$ cat src/rtl/seq101_rr_sched_if.sv
// Bus interface for seq101_rr_sched: per-channel request/data/clear in, grant and match reporting out.
interface seq101_rr_sched_if #(
  parameter int NCH  = 4,
  parameter int CW   = 2,
  parameter int CNTW = 16
);
  logic [NCH-1:0]  req;
  logic [NCH-1:0]  inp;
  logic [NCH-1:0]  clr;
  logic [NCH-1:0]  gnt;
  logic            det;
  logic [CW-1:0]   det_ch;
  logic [CNTW-1:0] match_cnt;
  logic            busy;

  modport master (
    output req, inp, clr,
    input  gnt, det, det_ch, match_cnt, busy
  );

  modport slave (
    input  req, inp, clr,
    output gnt, det, det_ch, match_cnt, busy
  );
endinterface

$ cat src/rtl/seq101_rr_sched.sv
// Round-robin shared "101" Mealy detector over NCH serial channels with a per-channel state table.
// Define SEQ101_OVERLAP_EN for overlapping detection (match returns to S1 instead of S0).
module seq101_rr_sched #(
  parameter int NCH  = 4,
  parameter int CW   = 2,
  parameter int CNTW = 16
) (
  input  logic             clk,
  input  logic             rst,
  seq101_rr_sched_if.slave bus
);

  localparam logic [1:0] S0 = 2'd0;
  localparam logic [1:0] S1 = 2'd1;
  localparam logic [1:0] S2 = 2'd2;

  logic [1:0]      state_q [NCH];
  logic [1:0]      state_d [NCH];
  logic [CW-1:0]   ptr_q, ptr_d;
  logic            det_q, det_d;
  logic [CW-1:0]   det_ch_q, det_ch_d;
  logic [CNTW-1:0] cnt_q, cnt_d;

  logic [NCH-1:0]  elig;
  logic [NCH-1:0]  gnt;
  logic            found;
  logic [CW-1:0]   gidx;
  logic [1:0]      cur_st;
  logic [1:0]      nxt_st;
  logic            bit_in;
  logic            match;
  int              idx;

  assign elig = bus.req & ~bus.clr;

  // Search from the pointer, wrapping modulo NCH; grants are suppressed during reset.
  always_comb begin
    gnt   = '0;
    found = 1'b0;
    gidx  = '0;
    idx   = 0;
    for (int k = 0; k < NCH; k++) begin
      idx = int'(ptr_q) + k;
      if (idx >= NCH) idx = idx - NCH;
      if (!found && elig[idx]) begin
        found = 1'b1;
        gidx  = CW'(idx);
      end
    end
    if (!rst) found = 1'b0;
    if (found) gnt[gidx] = 1'b1;
  end

  always_comb begin
    cur_st = state_q[gidx];
    bit_in = bus.inp[gidx];
    match  = 1'b0;
    nxt_st = cur_st;
    case (cur_st)
      S0:      nxt_st = bit_in ? S1 : S0;
      S1:      nxt_st = bit_in ? S1 : S2;
      S2: begin
        if (bit_in) begin
          match = found;
`ifdef SEQ101_OVERLAP_EN
          nxt_st = S1;
`else
          nxt_st = S0;
`endif
        end else begin
          nxt_st = S0;
        end
      end
      default: nxt_st = S0;
    endcase
  end

  // Clear wins over nothing else: a cleared channel is never the granted one.
  always_comb begin
    for (int i = 0; i < NCH; i++) begin
      state_d[i] = state_q[i];
      if (bus.clr[i])
        state_d[i] = S0;
      else if (found && gidx == CW'(i))
        state_d[i] = nxt_st;
    end
    ptr_d    = ptr_q;
    if (found) ptr_d = (int'(gidx) == NCH - 1) ? '0 : gidx + 1'b1;
    det_d    = match;
    det_ch_d = match ? gidx : det_ch_q;
    cnt_d    = (match && cnt_q != '1) ? cnt_q + 1'b1 : cnt_q;
  end

  always_ff @(posedge clk) begin
    if (!rst) begin
      for (int i = 0; i < NCH; i++) state_q[i] <= S0;
      ptr_q    <= '0;
      det_q    <= 1'b0;
      det_ch_q <= '0;
      cnt_q    <= '0;
    end else begin
      for (int i = 0; i < NCH; i++) state_q[i] <= state_d[i];
      ptr_q    <= ptr_d;
      det_q    <= det_d;
      det_ch_q <= det_ch_d;
      cnt_q    <= cnt_d;
    end
  end

  assign bus.gnt       = gnt;
  assign bus.busy      = |gnt;
  assign bus.det       = det_q;
  assign bus.det_ch    = det_ch_q;
  assign bus.match_cnt = cnt_q;

endmodule

$ cat src/flat_wrapper.sv
// flat-port wrapper written by rule: the top's interface ports become plain ports
module seq101_rr_sched_flat 
#(
  parameter int NCH  = 4,
  parameter int CW   = 2,
  parameter int CNTW = 16
)
  (clk, rst, bus_req, bus_inp, bus_clr, bus_gnt, bus_det, bus_det_ch, bus_match_cnt, bus_busy);
  seq101_rr_sched_if #(.NCH(NCH), .CW(CW), .CNTW(CNTW)) bus_i ();
  input  logic clk;
  input  logic rst;
  input wire logic [$bits(bus_i.req)-1:0] bus_req;
  input wire logic [$bits(bus_i.inp)-1:0] bus_inp;
  input wire logic [$bits(bus_i.clr)-1:0] bus_clr;
  output wire logic [$bits(bus_i.gnt)-1:0] bus_gnt;
  output wire logic [$bits(bus_i.det)-1:0] bus_det;
  output wire logic [$bits(bus_i.det_ch)-1:0] bus_det_ch;
  output wire logic [$bits(bus_i.match_cnt)-1:0] bus_match_cnt;
  output wire logic [$bits(bus_i.busy)-1:0] bus_busy;
  assign bus_i.req = bus_req;
  assign bus_i.inp = bus_inp;
  assign bus_i.clr = bus_clr;
  assign bus_gnt = bus_i.gnt;
  assign bus_det = bus_i.det;
  assign bus_det_ch = bus_i.det_ch;
  assign bus_match_cnt = bus_i.match_cnt;
  assign bus_busy = bus_i.busy;
  seq101_rr_sched #(.NCH(NCH), .CW(CW), .CNTW(CNTW)) u_core (.clk(clk), .rst(rst), .bus(bus_i));
endmodule
$ cat config.mk
export PLATFORM = sky130hd
export DESIGN_NAME = seq101_rr_sched_flat
export DESIGN_NICKNAME = d
export VERILOG_FILES = /design/src/rtl/seq101_rr_sched_if.sv /design/src/rtl/seq101_rr_sched.sv /design/src/flat_wrapper.sv
export SDC_FILE = /design/constraint.sdc
export NUM_CORES = 1
export LEC_CHECK = 0
export ABC_AREA = 1
export BUFFER_PORTS_ARGS = -buffer_cell sky130_fd_sc_hd__clkbuf_2
export CAP_MARGIN = 20
export CORE_MARGIN = 2
export CORE_UTILIZATION = 50
export CTS_CLUSTER_SIZE = 16
export DETAILED_ROUTE_END_ITERATION = 6
export PLACE_DENSITY = 0.76
export SYNTH_ARGS = -nofsm -noshare
export SYNTH_HDL_FRONTEND = slang
export SYNTH_SLANG_ARGS = --single-unit
export TNS_END_PERCENT = 20
$ cat constraint.sdc
create_clock -name clk -period 2.3 [get_ports clk]
set_input_delay 0.345 -clock clk [delete_from_list [all_inputs] [get_ports clk]]
set_output_delay 0.345 -clock clk [all_outputs]
set_load 0.02 [all_outputs]
==> results of run 1 <==
-- repair_timing --
item                                    4_1_cts  5_1_grt
gates cloned                                  0        0
setup buffers                                14        1
pin swaps                                    17       13
resized for setup                            47       19
endpoints found under the setup margin       31       36
-- kinds of logic after synthesis --
logic type | count (synthesis)
DFF | 29
xor gates and xnor gates | 13
AOI/OAI and AO/OA | 24
adders and majority gates | 5
buffers and inverters | 34
and+or+nand+nor | 164
-- registers in the layout, indices dropped and copies added, names as in the netlist --
name and cells:
u_core.bus.match_cnt 16, u_core.state_q 8, u_core.bus.det_ch 2, u_core.ptr_q 2, u_core.bus.det 1
-- power by group through the flow --
| stage | Combinational [µW] | Clock [µW] | Sequential (µW) |
|---|---|---|---|
| after floorplan | 1350 | 0 | 697 |
| after global placement | 2010 | 0 | 681 |
| after detailed placement | 2040 | 0 | 684 |
| after CTS | 2610 | 514 | 689 |
| after global routing | 3130 | 541 | 704 |
| final | 2960 | 514 | 695 |
-- synthesized netlist by cell type (all sizes together) --
library cell / instances / area share [%]
xor2: 7 / 3.1
inv: 27 / 5.2
nand3: 53 / 17
xnor2: 6 / 2.6
a21oi: 19 / 5.3
clkinv: 1 / 0.19
nor4: 2 / 0.63
nor2: 24 / 5.3
nor3: 7 / 1.8
a31oi: 1 / 0.31
dfxtp: 21 / 21
buf: 5 / 2.5
and2: 1 / 0.44
clkbuf: 1 / 0.19
edfxtp: 8 / 12
nand2: 66 / 14
o21ai: 3 / 0.75
nor3b: 1 / 0.38
nand4: 10 / 3.5
ha: 5 / 3.1
a211oi: 1 / 0.38
-- area by class of cell --
| cell class | instances | share of cell area [%] |
|---|---|---|
| Tap cell | 48 | 2.05 |
| Sequential cell | 29 | 22.8 |
| Timing Repair Buffer | 83 | 20.0 |
| Multi-Input combinational cell | 206 | 47.2 |
| Inverter | 28 | 4.02 |
| Clock inverter | 1 | 0.257 |
| Clock buffer | 7 | 3.68 |
-- worst max-delay path, stage by stage, from the launching register on --
cell	delay, ns
dfxtp_4	0.38
inv_4	0.11
nand2_2	0.06
nand2_2	0.10
nand3_2	0.10
nand2_4	0.11
and2_4	0.17
nand4_1	0.16
nand2_4	0.18
ha_4	0.16
inv_2	0.04
nor2_4	0.12
nor2_1	0.06
nand3_1	0.08
clkbuf_8	0.15
-- final timing paths --
kind         slack, ns                                     to
max              -0.32                               bus_busy
min               0.40   u_core.bus.match_cnt[0]$_SDFFE_PN0P_
max reg2reg      -0.22   u_core.bus.match_cnt[4]$_SDFFE_PN0P_
min reg2reg       0.51  u_core.bus.match_cnt[12]$_SDFFE_PN0P_
-- per-stage QoR --
step	total power [µW]	setup slack (ns)	util [%]
after floorplan	2050	0.0302	-
after global placement	2690	-0.0415	65.3
after detailed placement	2720	-0.113	65.3
after CTS	3810	-0.147	76.0
after global routing	4370	-0.441	78.2
final	4170	-0.323	78.2
-- layer usage --
| layer | part of all wire [%] | global-route usage, % |
|---|---|---|
| met4 | 6.0 | 22.2 |
| met1 | 38 | 39.2 |
| met2 | 49 | 55.2 |
| met5 | 0 | 0 |
| met3 | 6.7 | 7.26 |
==> summary.md, run 1 <==
| Metric | Value |
|---|---|
| Status | `finished, violations left` |
| Failing checks | `setup timing` |
| Nets | `372` |
| CP startpoint | `u_core.ptr_q[1]$_SDFFE_PN0P_` |
| Cell-internal power | `2180 µW` |
| 1st-iter DRT viols | `309` |
| Clock power share | `12.3%` |
| Num rows | `22` |
| Final std cells w/o fill | `402` |
| Boundary Pins | `38` |
| Nature of the critical path endpoint | `output port` |
| Crit Path Category | `flip-flop to output port` |
| Crit path DAT | `2.28 ns` |
| Max IR drop VDD | `0.864 mV` |
| Yosys cell types | `31` |
| Syn-to-layout area delta | `47.0%` |
| Nature of the critical path startpoint | `flip-flop` |
| Final Wtd Congestion | `0.898` |
| PwrDens | `1430 mW/mm²` |
| Post-DP HPWL | `3820 µm` |
| Largest net degree at the start of global routing | `18` |
| Final Slew Violations | `0` |
| Measured slew at the worst slew-check pin | `0.377 ns` |
| Max cap viols | `0` |
| Fin area | `0.00293 mm²` |
| Sequential element share of the synthesized area | `33.2%` |
| Post-Syn Area | `0.00199 mm²` |
| Initial core utilization | `53.2%` |
| Root buffer selected by CTS | `clkbuf_8` |
| Synthesized instance count | `269` |
| Die area | `0.00450 mm²` |
| Tcrit/Tclk final | `114%` |
| Largest family of logic cells by synthesized area | `simple AND/OR/NAND/NOR gates` |
| Initial antenna violation count | `0` |
| Core ar. | `0.00374 mm²` |
| Clock-pin transition on the worst setup and hold timing paths | `0.07 ns` |
| Avg WL per Cell | `17.4 µm` |
| Endpoints failing hold | `0` |
| R2R depth | `17` |
| Most frequent cells in the layout | `45 x nand2_1, 43 x buf_4, 37 x nand3_1, 32 x clkbuf_2` |
| IO Port Bufs | `37` |
| CP required | `1.96 ns` |
| Die width | `67.1 µm` |
| Clk_skew | `0.00468 ns` |
| Clk_lat worst skew | `0.29 ns` |
| CTS Buf Count | `5` |
| Hold Path Stages | `3` |
| Most common cell after layout, fill and taps aside | `nand2_1` |
| Setup TNS | `-5.06 ns` |
| Crit Path Max Fanout | `6` |
| Slew margin rel. | `74.6%` |
| Post-synthesis adder-cell area fraction | `3.14%` |
| Synth Area in Compound Gates | `6.79%` |
| Seq pwr share | `16.7%` |
| Number of synthesis warnings | `0` |
| Drt drc | `0` |
| Xor and xnor fraction of the mapped netlist area | `5.72%` |
| Routed wire length | `6990 µm` |
| Final setup fails | `31` |
| Synth Net Count | `288` |
| Hold Path Class | `primary input to flip-flop` |
| Combinational Power Share | `71.0%` |
| Period minus WS final | `2.62 ns` |
| Yosys reg bits | `29` |
| Die height | `67.1 µm` |
| Reg2reg start | `u_core.ptr_q[1]$_SDFFE_PN0P_` |
| Total track usage | `33.7%` |
| Area of the multi-input gates | `0.00138 mm²` |
| Simple-Gate Fraction of Synth Area | `43.1%` |
| Switching Power | `1990 µW` |
| Syn avg cell area | `7.40 µm²` |
| TritonCTS clock tree | `built` |
| Htree depth | `2` |
| Vias in the first global route | `2,299` |
| Dpl cell area | `0.00244 mm²` |
| N_diodes | `0` |
| Hold path startpoint | `rst` |
| Final ANT Viol Nets | `0` |
| Maximum clock path buffer count | `2` |
| Via Count | `2,382` |
| Cts hold-fix bufs | `0` |
| Pleak | `0.00129 µW` |
| Mux cell area share after synthesis | `0%` |
| GR Overflow Total | `0` |
| Clk sink count | `29` |
| Register area | `668 µm²` |
| Sw Ratio | `47.8%` |
| Hold slack | `0.396 ns` |
| Share of layout cells above drive strength 1 | `44.9%` |
| Global-route wire length before repair | `11,100 µm` |
| Fill count | `248` |
| Final WS setup | `-0.323 ns` |
| First drt pass iteration count | `5` |
| Post-Place Cells | `379` |
| F_max | `381 MHz` |
| Post-DR vias/cell | `5.93` |
| RSZ-0062 raised after global routing | `yes` |
No activity file was read; power rests on OpenSTA's default activity.
==> inputs of run 2 (changes only) <==
- ABC_AREA: 1 -> not set
- CORE_MARGIN: 2 -> 3
- CORE_UTILIZATION: 50 -> 48
- PLACE_DENSITY: 0.76 -> 0.75
==> run 2 against run 1 <==
  * The flow still finishes with violations (setup timing)
  * Critical path depth shrank 6
  * Via count shrank 33%
  * Clock-buffer cell count unchanged
  * Area after synthesis fell by 15%
  * Critical endpoint unchanged
==> summary.md, run 2 <==
| Metric | Value |
|---|---|
| Post-Place Cells | `273 (was 379)` |
| Syn-to-layout area delta | `38.7% (was 47.0%)` |
| Clk_skew | `0.0100 ns (was 0.00468 ns)` |
| Hold path startpoint | `bus_clr[2] (was rst)` |
| Simple-Gate Fraction of Synth Area | `30.8% (was 43.1%)` |
| Avg WL per Cell | `15.8 µm (was 17.4 µm)` |
| Num rows | `20 (was 22)` |
| Number of synthesis warnings | `0 (unchanged)` |
| Root buffer selected by CTS | `clkbuf_4 (was clkbuf_8)` |
| Largest family of logic cells by synthesized area | `simple AND/OR/NAND/NOR gates (unchanged)` |
| Top cells by count, synth | `21 x dfxtp_1, 18 x mux2i_1, 18 x nand2_1 (was 56 x nand2_1, 43 x nand3_1, 25 x inv_1)` |
| WP buf/inv | `3 (unchanged)` |
| Final ANT Viol Nets | `0 (unchanged)` |
| Async SR Flop Fraction | `0% (unchanged)` |
| CP required | `1.96 ns (about the same)` |
| Nature of the critical path endpoint | `output port (unchanged)` |
| Crit path DAT | `1.96 ns (was 2.28 ns)` |
| Final setup fails | `1 (was 31)` |
| Clk_lat worst skew | `0.32 ns (was 0.29 ns)` |
| Yosys top cell area share | `24.9% (was 21.1%)` |
| Post-Syn Area | `0.00169 mm² (was 0.00199 mm²)` |
| Post-DP HPWL | `3020 µm (was 3820 µm)` |
| Fill count | `238 (was 248)` |
| Yosys top cell by area | `dfxtp_1 (unchanged)` |
| Max IR drop VDD | `0.379 mV (was 0.864 mV)` |
| Endpoints failing hold | `0 (unchanged)` |
| Most frequent cells in the layout | `35 x clkbuf_2, 26 x buf_4, 19 x dfxtp_1, 17 x nand2_1, 16 x mux2i_1 (was 45 x nand2_1, 43 x buf_4, 37 x nand3_1, 32 x clkbuf_2)` |
| Via Count | `1,599 (was 2,382)` |
| Final WS setup | `-0.00695 ns (was -0.323 ns)` |
| RSZ-0062 raised after global routing | `yes (unchanged)` |
| Sw Ratio | `29.0% (was 47.8%)` |
| Nets | `264 (was 372)` |
| Seq pwr share | `40.9% (was 16.7%)` |
| DP Worst Slack | `-0.208 ns (was -0.113 ns)` |
| Sequential element share of the synthesized area | `39.2% (was 33.2%)` |
| Crit path max-delay family | `buffers and inverters (was simple AND/OR/NAND/NOR gates)` |
| TritonCTS clock tree | `built (unchanged)` |
| Vias in the first global route | `1,454 (was 2,299)` |
| Fin util | `73.0% (was 78.2%)` |
| Maximum clock path buffer count | `2 (unchanged)` |
| Max FFs per register | `16 (unchanged)` |
| Yosys reg bits | `29 (unchanged)` |
| Xor and xnor fraction of the mapped netlist area | `1.04% (was 5.72%)` |
| Clk sink count | `29 (unchanged)` |
| Final std cells w/o fill | `290 (was 402)` |
| Status | `finished, violations left (unchanged)` |
| Switching Power | `398 µW (was 1990 µW)` |
| IO Port Bufs | `37 (unchanged)` |
| Clock power share | `32.4% (was 12.3%)` |
| Post-DR vias/cell | `5.51 (was 5.93)` |
| Setup TNS | `-0.00695 ns (was -5.06 ns)` |
| Post-synth EDFFs | `8 (unchanged)` |
| Slew margin rel. | `77.6% (was 74.6%)` |
| Crit Path Max Fanout | `5 (was 6)` |
| Yosys cell types | `41 (was 31)` |
| Die width | `65.3 µm (was 67.1 µm)` |
| 1st-iter DRT viols | `157 (was 309)` |
| Reg2reg start | `u_core.bus.match_cnt[3]$_SDFFE_PN0P_ (was u_core.ptr_q[1]$_SDFFE_PN0P_)` |
| Post-synthesis adder-cell area fraction | `3.71% (was 3.14%)` |
| Die height | `65.3 µm (was 67.1 µm)` |
| N_diodes | `0 (unchanged)` |
| PwrDens | `587 mW/mm² (was 1430 mW/mm²)` |
| Initial antenna violation count | `0 (unchanged)` |
| Nature of the critical path startpoint | `flip-flop (unchanged)` |
| Period minus WS final | `2.31 ns (was 2.62 ns)` |
| Largest net degree at the start of global routing | `22 (was 18)` |
| Most area-consuming cells after synthesis | `dfxtp_1 25%, edfxtp_1 14%, mux2i_1 11% (was dfxtp_1 21%, edfxtp_1 12%, nand3_1 11%)` |
| Most common cell in the netlist | `dfxtp_1 (was nand2_1)` |
| Final Slew Violations | `0 (unchanged)` |
| Pleak | `0.00109 µW (was 0.00129 µW)` |
| Total track usage | `20.9% (was 33.7%)` |
| Slowest CP cell | `dfxtp_4 (unchanged)` |
| Final Wtd Congestion | `0.886 (was 0.898)` |
| Critical Path Max Stage Delay | `0.38 ns (about the same)` |
| Initial core utilization | `52.7% (was 53.2%)` |
| Cts hold-fix bufs | `0 (unchanged)` |
| Drt drc | `0 (unchanged)` |
| Syn avg cell area | `9.75 µm² (was 7.40 µm²)` |
| Synth Area in Compound Gates | `9.35% (was 6.79%)` |
| First drt pass iteration count | `6 (was 5)` |
| Reg2Reg Setup Slack | `0.03 ns (was -0.22 ns)` |
| Synth Net Count | `192 (was 288)` |
| Die area | `0.00426 mm² (was 0.00450 mm²)` |
| Crit Path Category | `flip-flop to output port (unchanged)` |
| Mux cell area share after synthesis | `13.1% (was 0%)` |
| Clock-pin transition on the worst setup and hold timing paths | `0.10 ns (was 0.07 ns)` |
| Cell-internal power | `976 µW (was 2180 µW)` |
| Most common cell after layout, fill and taps aside | `clkbuf_2 (was nand2_1)` |
| Tcrit/Tclk final | `100% (was 114%)` |
| Htree depth | `2 (unchanged)` |
| CTS Buf Count | `5 (unchanged)` |
| Hold slack | `0.433 ns (was 0.396 ns)` |
| F_max | `433 MHz (was 381 MHz)` |
| Boundary Pins | `38 (unchanged)` |
| Main synth FF type | `dfxtp_1 (unchanged)` |
| Combinational Power Share | `26.8% (was 71.0%)` |
| GR Overflow Total | `0 (unchanged)` |
| Core ar. | `0.00320 mm² (was 0.00374 mm²)` |
| Synthesized instance count | `173 (was 269)` |
| Global-route wire length before repair | `6840 µm (was 11,100 µm)` |
| Routed wire length | `4590 µm (was 6990 µm)` |
| Measured slew at the worst slew-check pin | `0.329 ns (was 0.377 ns)` |
| Failing checks | `setup timing (unchanged)` |
| Hold Path Class | `primary input to flip-flop (unchanged)` |
| CP startpoint | `u_core.ptr_q[1]$_SDFFE_PN0P_ (unchanged)` |
| Max cap viols | `0 (unchanged)` |
| Share of layout cells above drive strength 1 | `41.1% (was 44.9%)` |
| CP Cell Sequence | `o21bai_1 -> o22ai_4 -> inv_2 -> buf_4 -> ha_1 -> nand2_1 -> nand4_1 -> buf_2 (was inv_4 -> nand2_2 -> nand2_2 -> nand3_2 -> nand2_4 -> and2_4 -> nand4_1 -> nand2_4 -> ha_4 -> inv_2 -> nor2_4 -> nor2_1 -> nand3_1 -> clkbuf_8)` |
==> run 2: cell types whose count changed in the layout (fill, tap and decap cells not counted), moves of 10 or more <==
cell,delta
a21oi_1,-10
mux2i_1,+16
nand3_2,-11
buf_4,-17
nand2b_1,+10
nand2_2,-12
inv_1,-10
nand3_1,-32
nand2_1,-28
==> run 2: cell families (layout without fill, tap and decap cells) <==
logic type | Yosys count | in the layout
and+or+nand+nor | 85 | 85
DFF | 29 | 29
muxes | 21 | 21
AOI/OAI and AO/OA | 18 | 18
buffers and inverters | 13 | 86
adders and majority gates | 5 | 5
xor gates and xnor gates | 2 | 2
==> run 2: final timing paths <==
check / end / cells past startpoint
min: u_core.state_q[2][0]$_SDFFCE_PP0P_ / 3
min reg2reg: u_core.bus.match_cnt[10]$_SDFFE_PN0P_ / 2
max reg2reg: u_core.bus.match_cnt[13]$_SDFFE_PN0P_ / 9
max: bus_busy / 8
==> run 2: layout make-up <==
class | count | area [µm²] | share of cell area [%]
clock inverters | 1 | 30.0 | 1.28
inverters | 10 | 37.5 | 1.60
repair buffers | 68 | 437 | 18.7
multi-input cells | 131 | 1060 | 45.3
well taps | 44 | 55.1 | 2.35
clock buffers | 7 | 55.1 | 2.35
flip-flops and latches | 29 | 666 | 28.4
==> run 2: power groups by stage <==
stage / Sequential [µW] / Combinational, µW / Clock (µW)
2_1_floorplan: 568 / 184 / 0
3_3_place_gp: 566 / 290 / 0
3_5_place_dp: 566 / 297 / 0
4_1_cts: 556 / 311 / 449
5_1_grt: 564 / 392 / 477
6_report: 561 / 367 / 445
==> run 2: routing by layer <==
| layer | track usage, % | part of all wire, % |
|---|---|---|
| met5 | 0 | 0 |
| met4 | 5.44 | 2.6 |
| met3 | 4.62 | 8.0 |
| met2 | 34.4 | 49 |
| met1 | 27.7 | 41 |
==> run 2: worst min-delay path, delay by kind of cell <==
family / cells / cell delay [ns]
and+or+nand+nor: 1 / 0.04
buffers and inverters: 2 / 0.22
==> run 2: through the flow <==
stage,instance area [µm²],total power (µW)
after floorplan,1690,752
after global placement,2080,855
after global routing,2340,1430
after detailed placement,2080,863
final,2340,1370
after CTS,2200,1320
==> run 2: timing repair <==
item,CTS,global route
setup buffers,3,5
hold endpoints to repair,0,0
endpoints found under the setup margin,4,22
pin swaps,1,3
resized for setup,3,22
gates cloned,0,1
==> inputs of run 3 (changes only) <==
- CORE_MARGIN: 3 -> not set
==> run 3 against run 2 <==
  * Total power fell by 6.0%
  * Die area fell by 12%
  * Largest power group unchanged
  * Largest cell class unchanged
  * Wire length fell by 14%
  * The run now ends clean
  * Global-route usage rose by 1.4 points
  * First-iteration DRC count fell by 71%
  * Critical path type unchanged
  * Sequential power barely moved
==> summary.md, run 3 (synthesized netlist as in run 2, its figures left out) <==
| Metric | Value |
|---|---|
| Status | `finished clean (was finished, violations left)` |
| Initial antenna violation count | `0 (unchanged)` |
| Area of the multi-input gates | `0.00101 mm² (was 0.00106 mm²)` |
| Slowest CP cell | `dfxtp_2 (was dfxtp_4)` |
| Post-DP HPWL | `2770 µm (was 3020 µm)` |
| Final Wtd Congestion | `0.808 (was 0.886)` |
| Nature of the critical path startpoint | `flip-flop (unchanged)` |
| Syn-to-layout area delta | `32.0% (was 38.7%)` |
| WP buf/inv | `3 (unchanged)` |
| Clk_skew | `0.0158 ns (was 0.0100 ns)` |
| CP required | `1.96 ns (about the same)` |
| Final Slew Violations | `0 (unchanged)` |
| Fin util | `66.2% (was 73.0%)` |
| Drt drc | `0 (unchanged)` |
| CP Cell Sequence | `a311oi_4 -> o32ai_4 -> buf_4 -> inv_1 -> ha_1 -> nand2_2 -> nand4_1 -> buf_4 (was o21bai_1 -> o22ai_4 -> inv_2 -> buf_4 -> ha_1 -> nand2_1 -> nand4_1 -> buf_2)` |
| Vias in the first global route | `1,424 (was 1,454)` |
| Crit Path Category | `flip-flop to output port (unchanged)` |
| Final ANT Viol Nets | `0 (unchanged)` |
| Routed wire length | `3940 µm (was 4590 µm)` |
| Post-DR vias/cell | `5.35 (was 5.51)` |
| Crit path max-delay family | `compound AO/OA/AOI/OAI gates (was buffers and inverters)` |
| Overall Power | `1290 µW (was 1370 µW)` |
| Largest net degree at the start of global routing | `19 (was 22)` |
| Tcrit/Tclk final | `98.5% (was 100%)` |
| Max IR drop VDD | `0.360 mV (was 0.379 mV)` |
| Critical Path Max Stage Delay | `0.39 ns (was 0.38 ns)` |
| F_max | `441 MHz (was 433 MHz)` |
| Total track usage | `22.3% (was 20.9%)` |
| Max FFs per register | `16 (unchanged)` |
| Htree depth | `2 (unchanged)` |
| Via Count | `1,531 (was 1,599)` |
| Core ar. | `0.00336 mm² (was 0.00320 mm²)` |
| Final setup fails | `0 (was 1)` |
| Most common cell after layout, fill and taps aside | `clkbuf_2 (unchanged)` |
| Share of layout cells above drive strength 1 | `37.9% (was 41.1%)` |
| Hold Path Class | `primary input to flip-flop (unchanged)` |
| Cts hold-fix bufs | `0 (unchanged)` |
| Clock-pin transition on the worst setup and hold timing paths | `0.08 ns (was 0.10 ns)` |
| Maximum clock path buffer count | `2 (unchanged)` |
| Clk sink count | `29 (unchanged)` |
| RSZ-0062 raised after global routing | `yes (unchanged)` |
| Measured slew at the worst slew-check pin | `0.513 ns (was 0.329 ns)` |
| First drt pass iteration count | `4 (was 6)` |
| Most frequent CP cell | `buf_4` |
| Pleak | `0.00105 µW (was 0.00109 µW)` |
| Fill count | `315 (was 238)` |
| Period minus WS final | `2.27 ns (was 2.31 ns)` |
| Most frequent cells in the layout | `36 x clkbuf_2, 25 x buf_4, 19 x dfxtp_1, 18 x mux2i_1, 16 x nand2_1 (was 35 x clkbuf_2, 26 x buf_4, 19 x dfxtp_1, 17 x nand2_1, 16 x mux2i_1)` |
| Die area | `0.00375 mm² (was 0.00426 mm²)` |
| Global-route wire length before repair | `6070 µm (was 6840 µm)` |
| Final std cells w/o fill | `286 (was 290)` |
| Nature of the critical path endpoint | `output port (unchanged)` |
| Die height | `61.3 µm (was 65.3 µm)` |
| Die width | `61.3 µm (was 65.3 µm)` |
| Boundary Pins | `38 (unchanged)` |
| Initial core utilization | `50.1% (was 52.7%)` |
| TritonCTS clock tree | `built (unchanged)` |
| PwrDens | `579 mW/mm² (was 587 mW/mm²)` |
| IO Port Bufs | `37 (unchanged)` |
| 1st-iter DRT viols | `45 (was 157)` |
| GR Overflow Total | `0 (unchanged)` |
| Endpoints failing hold | `0 (unchanged)` |
| Num rows | `21 (was 20)` |
| Max cap viols | `0 (unchanged)` |
| Crit Path Max Fanout | `4 (was 5)` |
| CTS Buf Count | `5 (unchanged)` |
| Avg WL per Cell | `13.8 µm (was 15.8 µm)` |
| Clk_lat worst skew | `0.34 ns (was 0.32 ns)` |
| Crit path DAT | `1.92 ns (was 1.96 ns)` |
| Post-Place Cells | `275 (was 273)` |
| N_diodes | `0 (unchanged)` |
| Register area | `663 µm² (was 666 µm²)` |
| Root buffer selected by CTS | `clkbuf_4 (unchanged)` |
| Nets | `258 (was 264)` |
| Slew margin rel. | `65.1% (was 77.6%)` |
==> run 3: cell count changes in the layout (fill, tap and decap cells not counted), moves of 2 or more <==
| cell | previous run | this run |
|---|---|---|
| buf_2 | 2 | 0 |
| mux2i_4 | 2 | 0 |
| buf_6 | 5 | 1 |
| mux2i_1 | 16 | 18 |
==> run 3: final cells by class <==
cell class / count / area share [%]
inverter: 10 / 1.69
timing repair buffer: 62 / 17.0
clock buffer: 6 / 1.85
clock inverter: 2 / 1.52
sequential: 29 / 29.8
multi-input combinational: 131 / 45.6
tap: 46 / 2.58
==> run 3: stage by stage <==
stage,hold WS (ns),area (µm²),worst slack (ns),setup TNS [ns]
after floorplan,0.501,1690,-0.108,-0.398
after global placement,0.470,2080,-0.145,-1.44
after detailed placement,0.482,2080,-0.204,-2.41
after CTS,0.294,2190,0.0212,0
after global routing,0.313,2230,-0.0559,-0.175
final,0.301,2230,0.0345,0
==> run 3: report_power, final <==
group          switching (µW)  total, µW  internal [µW]
Sequential               15.3        559            544
Clock                     178        404            226
Combinational             178        327            149
==> run 3: what timing repair did <==
| item | in CTS | in global routing |
|---|---|---|
| endpoints found under the setup margin | 5 | 14 |
| pin swaps | 2 | 1 |
| resized for setup | 2 | 11 |
| buffers inserted | 3 | 0 |
| cloned | 0 | 0 |
==> run 3: final timing paths <==
| kind | startpoint | endpoint | slack (ns) | depth (start not counted) |
|---|---|---|---|---|
| max | u_core.ptr_q[1]$_SDFFE_PN0P_ | bus_busy | 0.03 | 8 |
| min | rst | u_core.ptr_q[0]$_SDFFE_PN0P_ | 0.30 | 3 |
| max reg2reg | u_core.ptr_q[1]$_SDFFE_PN0P_ | u_core.bus.match_cnt[4]$_SDFFE_PN0P_ | 0.05 | 8 |
| min reg2reg | u_core.bus.match_cnt[9]$_SDFFE_PN0P_ | u_core.bus.match_cnt[9]$_SDFFE_PN0P_ | 0.50 | 2 |
==> run 3: metal layers <==
metal / track usage [%] / part of all wire (%) / vias to the layer above
li1: - / - / 759
met1: 28.1 / 46 / 720
met2: 35.9 / 48 / 41
met3: 6.30 / 4.0 / 11
met4: 9.42 / 2.3 / 0
met5: 0 / 0 / -
==> run 3: tightest hold or removal path, cell delays in order <==
cell      delay [ns]
clkbuf_2        0.12
o21ai_0         0.08
nor2_1          0.04
